File: src/rtl/strb_bus_rr_arbiter.sv
// ---------------------------------------------------------------------------
// strb_bus_rr_arbiter
//
// Shares one strobe/ack slave between NUM_MST masters using round-robin
// arbitration. Each master sees the same protocol it would see on a direct
// slave connection. A wait timer aborts a transaction whose slave never acks.
//
// Handshake (both sides): a requester raises strb with we/addr/wdata stable
// and holds them until it samples the one-cycle completion (ack, or err on
// the master side); the strb drop then follows in the next cycle.
//
// Ports:
//   clk, rst            clock, synchronous active-high reset
//   m_strb/m_we         per-master strobe / write enable
//   m_addr/m_wdata      packed per-master address / write data
//   m_rdata             shared read data, valid with the owner's m_ack
//   m_ack/m_err         one-cycle completion / timeout-abort pulses
//   gnt                 one-hot grant (nonzero in BUSY and DONE)
//   busy                high whenever the arbiter is not idle
//   s_we/s_strb/s_addr/s_wdata/s_rdata/s_ack   slave-side bus
// ---------------------------------------------------------------------------
module strb_bus_rr_arbiter #(
    parameter int NUM_MST = 4,
    parameter int AW      = 8,
    parameter int DW      = 8,
    parameter int TIMEOUT = 15
) (
    input  logic                  clk,
    input  logic                  rst,
    input  logic [NUM_MST-1:0]    m_strb,
    input  logic [NUM_MST-1:0]    m_we,
    input  logic [NUM_MST*AW-1:0] m_addr,
    input  logic [NUM_MST*DW-1:0] m_wdata,
    output logic [DW-1:0]         m_rdata,
    output logic [NUM_MST-1:0]    m_ack,
    output logic [NUM_MST-1:0]    m_err,
    output logic [NUM_MST-1:0]    gnt,
    output logic                  busy,
    output logic                  s_we,
    output logic                  s_strb,
    output logic [AW-1:0]         s_addr,
    output logic [DW-1:0]         s_wdata,
    input  logic [DW-1:0]         s_rdata,
    input  logic                  s_ack
);

    localparam int PW = (NUM_MST > 1) ? $clog2(NUM_MST) : 1;
    localparam int TW = $clog2(TIMEOUT + 1);

    typedef enum logic [1:0] {
        S_IDLE = 2'd0,
        S_BUSY = 2'd1,
        S_DONE = 2'd2
    } state_t;

    state_t         state_q, state_d;
    logic [PW-1:0]  ptr_q, ptr_d;
    logic [PW-1:0]  win_q, win_d;
    logic [TW-1:0]  timer_q, timer_d;

    logic                  s_strb_d, s_we_d, busy_d;
    logic [AW-1:0]         s_addr_d;
    logic [DW-1:0]         s_wdata_d, m_rdata_d;
    logic [NUM_MST-1:0]    m_ack_d, m_err_d, gnt_d;

    // Round-robin pick: first requesting master scanning ptr, ptr+1, ...
    logic          req_found;
    logic [PW-1:0] req_idx;

    always_comb begin
        int cand;
        req_found = 1'b0;
        req_idx   = '0;
        cand      = 0;
        for (int k = 0; k < NUM_MST; k++) begin
            cand = int'(ptr_q) + k;
            if (cand >= NUM_MST) begin
                cand = cand - NUM_MST;
            end
            if (!req_found && m_strb[cand]) begin
                req_found = 1'b1;
                req_idx   = PW'(cand);
            end
        end
    end

    // Pointer moves just past the master that finished (ack or abort).
    logic [PW-1:0] ptr_after_win;
    assign ptr_after_win = (win_q == PW'(NUM_MST - 1)) ? '0 : win_q + 1'b1;

    always_comb begin
        state_d   = state_q;
        ptr_d     = ptr_q;
        win_d     = win_q;
        timer_d   = timer_q;
        s_strb_d  = s_strb;
        s_we_d    = s_we;
        s_addr_d  = s_addr;
        s_wdata_d = s_wdata;
        m_rdata_d = m_rdata;
        m_ack_d   = m_ack;
        m_err_d   = m_err;
        gnt_d     = gnt;

        case (state_q)
            S_IDLE: begin
                if (req_found) begin
                    win_d          = req_idx;
                    s_we_d         = m_we[req_idx];
                    s_addr_d       = m_addr[int'(req_idx)*AW +: AW];
                    s_wdata_d      = m_wdata[int'(req_idx)*DW +: DW];
                    s_strb_d       = 1'b1;
                    gnt_d          = '0;
                    gnt_d[req_idx] = 1'b1;
                    timer_d        = '0;
                    state_d        = S_BUSY;
                end
            end
            S_BUSY: begin
                // An ack arriving in the last allowed cycle still wins.
                if (s_ack) begin
                    s_strb_d       = 1'b0;
                    m_ack_d[win_q] = 1'b1;
                    m_rdata_d      = s_rdata;
                    ptr_d          = ptr_after_win;
                    state_d        = S_DONE;
                end else if (timer_q == TW'(TIMEOUT - 1)) begin
                    s_strb_d       = 1'b0;
                    m_err_d[win_q] = 1'b1;
                    ptr_d          = ptr_after_win;
                    state_d        = S_DONE;
                end else begin
                    timer_d = timer_q + 1'b1;
                end
            end
            S_DONE: begin
                // One dead cycle lets the finished master drop its strobe
                // before arbitration looks at m_strb again.
                m_ack_d = '0;
                m_err_d = '0;
                gnt_d   = '0;
                state_d = S_IDLE;
            end
            default: begin
                state_d = S_IDLE;
            end
        endcase

        busy_d = (state_d != S_IDLE);
    end

    always_ff @(posedge clk) begin
        if (rst) begin
            state_q <= S_IDLE;
            ptr_q   <= '0;
            win_q   <= '0;
            timer_q <= '0;
            s_strb  <= 1'b0;
            s_we    <= 1'b0;
            s_addr  <= '0;
            s_wdata <= '0;
            m_rdata <= '0;
            m_ack   <= '0;
            m_err   <= '0;
            gnt     <= '0;
            busy    <= 1'b0;
        end else begin
            state_q <= state_d;
            ptr_q   <= ptr_d;
            win_q   <= win_d;
            timer_q <= timer_d;
            s_strb  <= s_strb_d;
            s_we    <= s_we_d;
            s_addr  <= s_addr_d;
            s_wdata <= s_wdata_d;
            m_rdata <= m_rdata_d;
            m_ack   <= m_ack_d;
            m_err   <= m_err_d;
            gnt     <= gnt_d;
            busy    <= busy_d;
        end
    end

endmodule

File: config.mk
export PLATFORM = sky130hd
export DESIGN_NAME = strb_bus_rr_arbiter
export DESIGN_NICKNAME = d
export VERILOG_FILES = /design/src/rtl/strb_bus_rr_arbiter.sv
export SDC_FILE = /design/constraint.sdc
export NUM_CORES = 1
export LEC_CHECK = 0
export BUFFER_PORTS_ARGS = -buffer_cell sky130_fd_sc_hd__buf_2
export CORE_ASPECT_RATIO = 1.75
export CORE_MARGIN = 2
export CORE_UTILIZATION = 45
export CTS_CLUSTER_DIAMETER = 80
export DETAILED_ROUTE_END_ITERATION = 6
export PLACE_DENSITY = 0.79
export SLEW_MARGIN = 20
export SYNTH_ARGS = -nofsm -noshare
export SYNTH_HDL_FRONTEND = slang
export SYNTH_SLANG_ARGS = --single-unit
export TNS_END_PERCENT = 20
File: constraint.sdc
create_clock -name clk -period 2.2 [get_ports clk]
set_clock_uncertainty 0.15 [all_clocks]
set_input_delay 0.44 -clock clk [delete_from_list [all_inputs] [get_ports clk]]
set_output_delay 0.44 -clock clk [all_outputs]
set_load 0.005 [all_outputs]
---- Word-level counts from Yosys, hierarchy flattened ----
Cells that the tools add are included.
storage, ports and cells
  register bits after elaboration ......... 49
  output and inout port bits .............. 39
  logic and storage cells ................. 122
  memory bits (writable) .................. 0
  bits in read-only memories .............. 0
  memories kept ........................... 0
  bits of input ports ..................... 83
  latch bits .............................. 0
cells by class
  shifts and indexed selects .............. 2
  eq/ne operators ......................... 10
  order comparisons ....................... 12
  divide/modulo/power cells ............... 0
  bitwise gates (word level) .............. 2
  multiplexer cells ....................... 52
  multipliers ............................. 0
  reduce and logical (&&, ||, !) cells .... 22
  add/subtract/negate cells ............... 9
operators by type and width
  operator                                                           count
  < comparator 32 x 4 -> 1 bit, second input constant                4
  two-way mux 32 bit                                                 4
  indexed part select 32 x 6 -> 8 bit                                2
  one-hot mux 4 bit (2 select lines)                                 4
  two-way mux 4 bit                                                  7
  two-way mux 2 bit                                                  10
  two-way mux 1 bit                                                  18
  subtractor 3 x 3 -> 4 bit, second input constant                   3
  binary-select mux 1 bit (select 2 bit)                             5
  inequality test 2 bit, second input constant                       5
  AND reduction 2 bit                                                5
  nonzero test 2 bit                                                 5
  greater-or-equal comparator 3 bit, second input constant           3
  OR 4 bit                                                           2
  adder 2 x 2 -> 3 bit, second input constant                        2
  < comparator 2 x 3 -> 1 bit, second input constant                 2
  AND reduction 3 bit                                                2
  logical AND 1 bit                                                  5
  adder 4 x 1 -> 4 bit, second input constant                        1
  demux 1 bit (select 2 bit)                                         2
  == test 2 bit, second input constant                               2
  == test 4 bit, second input constant                               1
  greater-or-equal comparator 2 x 1 -> 1 bit, second input constant  2
  one-hot mux 2 bit (2 select lines)                                 1
  10 further kinds                                                   12

---- Longest topological paths before layout ----
Gate-level depths: netlist of the first run.
  word-level depth ........................ 21
  depth in mapped cells ................... 7

---- Least setup slack after synthesis of the first run ----
Ideal clock, no wire load.
  path kind ............................... input to register
  start point ............................. input m_strb[1]
  end point ............................... register s_addr[0]
  path slack .............................. 368 ps
  data arrival time ....................... 1548 ps
  library setup time ...................... 134 ps
  stages .................................. 7
  buffers on the path ..................... 2
  cells stage by stage .................... buf_2 -> nor2_1 -> o21ai_0 -> a21oi_4 -> buf_6 -> a222oi_1 -> a211oi_1
between the ends
  longest elaborated chain between the ends .. 14
  elaborated cells between the ends (all ways) .. 28
  those cells by class .................... 1 x shift; 20 x mux; 7 x reduce/logical
RTL lines
  what                                                                        line  RTL
  from (decl)                                                                 30    input logic [NUM_MST-1:0] m_strb,
  binary-select mux 1 bit (select 2 bit)                                      80    if (!req_found && m_strb[cand]) begin
  two-way mux 1 bit (not written as such) (2 in series)                       80
  two-way mux 1 bit                                                           80
  logical NOT 1 bit                                                           80
  logical AND 1 bit                                                           80
  two-way mux 1 bit                                                           80
  logical NOT 1 bit                                                           80
  logical AND 1 bit                                                           80
  two-way mux 1 bit                                                           80
  logical NOT 1 bit                                                           80
  logical AND 1 bit                                                           80
  two-way mux 2 bit or two-way mux 1 bit (tied branches)                      80
  indexed part select 32 x 6 -> 8 bit or AND reduction 2 bit (tied branches)  n/a
  to (signal assigned)                                                        174   s_addr <= s_addr_d;
  to (decl)                                                                   41    output logic [AW-1:0] s_addr,
Several ways; a longest one is shown, not always the timed one. The select of a mux whose other input is x is not followed.
A chain may end at the register's enable or synchronous reset.

---- Final worst setup path of the first run ----
  start point ............................. register timer_q[0]
  end point ............................... register busy
between the ends
  longest elaborated chain between the ends .. 5
RTL lines
  what                                line  RTL
  from (decl)                         59    logic [TW-1:0] timer_q, timer_d;
  from (signal assigned)              171   timer_q <= timer_d;
  == test 4 bit                       127   end else if (timer_q == TW'(TIMEOUT - 1)) begin
  two-way mux 2 bit                   127
  two-way mux 2 bit                   121   if (s_ack) begin
  one-hot mux 2 bit (2 select lines)  105   case (state_q)
  nonzero test 2 bit                  149   busy_d = (state_d != S_IDLE);
  to (signal assigned)                180   busy <= busy_d;
  to (decl)                           38    output logic busy,
Every way passes these cells.

==> results of run 1 <==
==> placed cells by master (no fill, tap or decap), types with 2 or more instances in the layout <==
cell type,count
a211oi_1,19
a22oi_1,8
inv_1,10
clkbuf_8,5
nand2b_1,2
o21ai_0,7
buf_2,121
nor2_1,40
ha_1,9
a21oi_1,41
dfxtp_1,49
nand2_1,18
inv_2,2
nand3_1,12
nor3_1,2
buf_4,7
o21ai_1,3
xor2_1,2
a222oi_1,17
and3_1,2
==> stage by stage <==
stage               total power, mW  util, %  instances  worst slack, ns  hold WS [ns]
detailed placement             1.55     58.4        445          0.00262         0.294
global route                   2.18     60.4        453           0.0432         0.249
global placement               1.54     58.4        445           0.0458         0.290
finish                         2.07     60.4        453            0.149         0.232
CTS                            2.08     60.1        453           0.0141         0.228
floorplan                      1.34        -        279            0.368         0.303
==> flip-flops by register name, indices dropped and copies added (netlist names), 4 cells and up <==
signal   count
gnt          4
m_ack        4
m_err        4
m_rdata      8
s_addr       8
s_wdata      8
timer_q      4
==> logic make-up (layout without fill, tap and decap cells) <==
kind of cell               Yosys count  count (layout)  share of synthesized area (%)
AOI/OAI and AO/OA                  106             106                           31.1
xor gates and xnor gates             2               2                          0.737
adders and majority gates            9               9                           4.74
buffers and inverters               30             149                           6.32
DFF                                 49              49                           41.3
and+or+nand+nor                     83              83                           15.8
==> layout make-up <==
cell class / count / area (µm²) / area share (%)
clock buffers: 6 / 72.6 / 2.32
clock inverters: 2 / 13.8 / 0.441
inverters: 12 / 45.0 / 1.44
multi-input cells: 200 / 1260 / 40.4
flip-flops and latches: 49 / 981 / 31.4
well taps: 55 / 68.8 / 2.20
repair buffers: 129 / 678 / 21.7
==> worst max-delay path, cell delays in order (launching register included) <==
cell and delay [ns]:
dfxtp_1 0.38, inv_1 0.07, ha_1 0.21, and3_1 0.20, o21ai_1 0.46, a211oi_1 0.18, or2_2 0.29
==> worst min path at each step <==
stage	cells after the start	from	to
after CTS	3	s_rdata[4]	m_rdata[4]
after detailed placement	2	m_rdata[5]	m_rdata[5]
after floorplan	2	m_rdata[0]	m_rdata[0]
after global placement	2	m_rdata[6]	m_rdata[6]
after global routing	3	s_rdata[1]	m_rdata[1]
final	3	s_rdata[6]	m_rdata[6]
==> power breakdown <==
group	total, mW	switching [mW]	internal (mW)
Combinational	0.528	0.288	0.241
Clock	0.531	0.304	0.227
Sequential	1.01	0.0443	0.964
Total	2.07	0.636	1.43
==> per-layer routing <==
layer  global-route usage [%]  vias up  share of wire (%)
li1                         -     1261                  -
met1                     23.4     1188                 35
met2                     43.1      101                 57
met3                     3.48       14                5.9
met4                     9.44        0                2.2
met5                        0        -                  0
==> reports/metrics.yaml, run 1 <==
yosys:
  syn-num-nets: 371
  synthesis.area_um2: 2380
  synth_top_cell_area_share_pct: 41.3
  synth_common_cells: "dfxtp_1 (49), a21oi_1 (41), nor2_1 (40), a211oi_1 (19), nand2_1 (18)"
  netlist_instances: 279
  ys_warn_count: 0
  ys_top_cells_by_area: "dfxtp_1 (41%), a21oi_1 (8.6%), a222oi_1 (7.2%)"
  synth-main-ff-cell: "dfxtp_1"
  synth_cell_types: 39
  synth-async-reset-ratio_pct: 0
  synth_seq_cells: 49
  synth.avg_cell_area_um2: 8.52
  yosysSeqAreaShare_pct: 41.3
  yosysTopAreaCell: "dfxtp_1"
  synth_edf_count: 0
  yosysMostFrequentCell: "dfxtp_1"
routing:
  vias: 2564
  via_per_inst: 5.66
  drcViolationCount: 7
  routed_wl_um: 6670
  ant_nets: 0
  dr.pass1.iters: 7
  drt_iter0_drc: 150
  wl_per_cell_um: 14.7
worst_setup_path:
  endpoint: "busy"
  crit_start: "timer_q[0]"
  r2r-end: "busy"
  worst_ep_arrival_time_ns: 2.10
  r2r_slack_ns: 0.15
  r2r-start: "timer_q[0]"
  path_max_fanout: 8
  start_kind: "register"
  worstSetupEndpointType: "register"
  crit_required_ns: 2.25
  path_class: "register to register"
  reg2reg_depth: 6
grt:
  grt_pass1_wl_um: 10400
  gr-usage-all-layers_pct: 22.6
  grt_overflow: 0
  grt_max_degree: 19
  grt_pass1_vias: 2427
  antenna_found_initial: 0
timing:
  setup_violations: 0
  rsz0062_at_grt: "false"
  final_max_slew_viol_count: 0
  post-route-min-period_ns: 2.05
  hold_viol_final: 0
  fin_crit_sh_pct: 93.2
  fmax_mhz: 488
  tightest_slew_ns: 0.561
  setup-tns-final_ns: 0
  max_slew_margin_pct: 62.3
finish:
  final_area_um2: 3120
  n_antenna_cell: 0
  area_delta_synth_final_pct: 31.4
  fin_nets: 489
  drive_above_1_share_pct: 36.4
  fill_cells: 496
cts:
  cts_tree: "built"
  hold_buffers: 0
  cts_root_buf: "clkbuf_8"
  clk_pin_slew_ns: 0.09
  cts.sinks: 49
  cts_made_buffers: 5
  ctsHtreeMaxLevel: 2
  post-cts-setup-buffer-count: 0
  cts_resized: 0
  clock_path_buffers: 2
  insertion_delay_ns: 0.31
outcome:
  outcome: "finished, violations left"
  violations: "design-rule violations"
die:
  core_area_um2: 5170
  fp.dieH_um: 100
  dieArea_um2: 5900
  fp-row-count: 35
  io_pins: 122
  die_w_um: 58.9
  start_util_pct: 46.0
hold_path:
  min_path_type: "input port to register"
placement:
  hpwl_um: 5150
  gp_congestion: 0.863
  port_buffers: 121
  place_area_um2: 3020
power:
  vdd_drop_max_v: 0.000341
  powerDensity_nw_per_um2: 662
  leakage_nw: 1.46
flow_run:
  cap_violations: 0
Power figures use the tool's default switching activity.
==> inputs of run 2 (changes only) <==
--- a/config.mk
+++ b/config.mk
@@ -5,13 +5,14 @@
 export SDC_FILE = /design/constraint.sdc
 export NUM_CORES = 1
 export LEC_CHECK = 0
+export ABC_AREA = 1
 export BUFFER_PORTS_ARGS = -buffer_cell sky130_fd_sc_hd__buf_2
 export CORE_ASPECT_RATIO = 1.75
 export CORE_MARGIN = 2
 export CORE_UTILIZATION = 45
 export CTS_CLUSTER_DIAMETER = 80
 export DETAILED_ROUTE_END_ITERATION = 6
-export PLACE_DENSITY = 0.79
+export PLACE_DENSITY = 0.75
 export SLEW_MARGIN = 20
 export SYNTH_ARGS = -nofsm -noshare
 export SYNTH_HDL_FRONTEND = slang
==> reports/metrics.yaml, run 2 <==
routing:
  vias: 3531
  wl_per_cell_um: 12.6
  drt_iter0_drc: 181
  ant_nets: 0
  via_per_inst: 5.10
  drcViolationCount: 0
  dr.pass1.iters: 4
  routed_wl_um: 8750
timing:
  tightest_slew_ns: 0.477
  setup-tns-final_ns: 0
  post-route-min-period_ns: 2.04
  rsz0062_at_grt: "true"
  fin_crit_sh_pct: 92.8
  hold_viol_final: 0
  max_slew_margin_pct: 67.9
  final_max_slew_viol_count: 0
  fmax_mhz: 490
  setup_violations: 0
grt:
  grt_max_degree: 35
  grt_pass1_vias: 3263
  grt_pass1_wl_um: 14200
  gr-usage-all-layers_pct: 24.3
  antenna_found_initial: 0
  grt_overflow: 0
yosys:
  synth_edf_count: 0
  ys_warn_count: 0
  synth_top_cell_area_share_pct: 32.8
  yosysMostFrequentCell: "nand2_1"
  synth.avg_cell_area_um2: 6.16
  netlist_instances: 486
  synth_seq_cells: 49
  ys_top_cells_by_area: "dfxtp_1 (33%), nand2_1 (22%), nor2_1 (8.3%)"
  yosysTopAreaCell: "dfxtp_1"
  synthesis.area_um2: 2990
  synth_cell_types: 28
  synth_common_cells: "nand2_1 (173), nor2_1 (66), dfxtp_1 (49), inv_1 (41), nand4_1 (36)"
  yosysSeqAreaShare_pct: 32.8
  synth-main-ff-cell: "dfxtp_1"
  synth-async-reset-ratio_pct: 0
  syn-num-nets: 578
power:
  vdd_drop_max_v: 0.000811
  powerDensity_nw_per_um2: 1380
  leakage_nw: 2.24
die:
  fp.dieH_um: 112
  die_w_um: 65.7
  dieArea_um2: 7350
  start_util_pct: 46.1
  fp-row-count: 39
  core_area_um2: 6490
  io_pins: 122
hold_path:
  min_path_type: "input port to register"
finish:
  area_delta_synth_final_pct: 33.3
  final_area_um2: 3990
  final_common_cell: "nand2_1"
  final_cell_mix: "nand2_1 (171), buf_2 (121), nor2_1 (65)"
  reg_top3: "m_rdata (8), s_addr (8), s_wdata (8)"
  n_antenna_cell: 0
  fin_nets: 701
  drive_above_1_share_pct: 27.2
cts:
  cts_root_buf: "clkbuf_16"
  clk_pin_slew_ns: 0.07
  cts_made_buffers: 5
  cts_tree: "built"
  ctsHtreeMaxLevel: 2
  clock_path_buffers: 2
  insertion_delay_ns: 0.29
  cts.sinks: 49
worst_setup_path:
  cp_cell_sequence: "inv_2, nand2_1, nand2_1, nand2_1, nand2_1, nor2_4, nand3_1, nand3_1, nand2_2, inv_2, buf_12, nand3_1, a21oi_1"
  crit_required_ns: 2.27
  worstSetupEndpointType: "register"
  critPathSlowestCell: "dfxtp_1"
  path_max_fanout: 13
  cp_slowest_stage_delay_ns: 0.41
  start_kind: "register"
  path_class: "register to register"
  worst_ep_arrival_time_ns: 2.11
  path_common_cell: "nand2_1"
placement:
  hpwl_um: 6690
  place_area_um2: 3780
  gp_congestion: 0.884
  port_buffers: 121
flow_run:
  cap_violations: 0
outcome:
  outcome: "complete, no violations"
## run 2: cells by family (layout without fill, tap and decap cells)
kind of cell	Yosys count	after routing	synth area share, %
AO/OA/AOI/OAI	41	41	7.40
XOR/XNOR	2	2	0.585
adder cells (fa/ha/maj)	9	9	3.76
buffers and inverters	72	196	10.4
flip-flops	49	49	32.8
AND/OR/NAND/NOR	313	313	45.0
## run 2: what timing repair did
item | CTS | global route
hold buffers | 0 | 0
resized for setup | 0 | 4
setup buffers | 0 | 1
setup endpoints to repair | 0 | 15
hold endpoints to repair | 0 | 0
## run 2: critical path, delay by kind of cell, from the launching register on
kind	cells	cell delay, ns
simple gates	9	0.92
flops	1	0.41
buf+inv	3	0.36
compound gates	1	0.13
## run 2: power by group
part | internal, mW | switching (mW) | leakage, nW
sequential | 1.16 | 0.148 | 0.403
combinational | 1.39 | 2.03 | 1.77
clock | 0.428 | 0.349 | 0.0704
total | 2.99 | 2.52 | 2.24
## run 2: layout make-up
class	instances	area (µm²)
flip-flops and latches	49	981
clock buffers	5	125
fillers	660	2500
multi-input cells	365	1720
inverters	47	181
clock inverters	3	25.0
well taps	82	103
repair buffers	141	861
## run 2: per-stage QoR
stage | worst slack (ns) | std cells | util, % | hold WS, ns | power, mW
finish | 0.158 | 692 | 61.5 | 0.252 | 5.51
global route | -0.0285 | 692 | 61.5 | 0.270 | 6.01
CTS | 0.124 | 690 | 60.6 | 0.256 | 5.36
detailed placement | 0.0644 | 682 | 58.3 | 0.291 | 4.56
global placement | 0.110 | 682 | 58.3 | 0.288 | 4.52
floorplan | 0.309 | 486 | - | 0.297 | 3.48
## run 2: metal layers
metal	up-vias	track usage [%]	wire length (µm)
li1	1799	-	-
met1	1572	25.0	3190
met2	140	46.1	4830
met3	20	3.54	461
met4	0	10.8	271
met5	-	0	0
## run 2: path summary, 6_finish.rpt
check	from	end	slack, ns	cells past startpoint
max	ptr_q[1]	gnt[2]	0.16	13
min	s_rdata[7]	m_rdata[7]	0.25	3
max reg2reg	ptr_q[1]	gnt[2]	0.16	13
min reg2reg	m_err[3]	m_err[3]	0.30	2
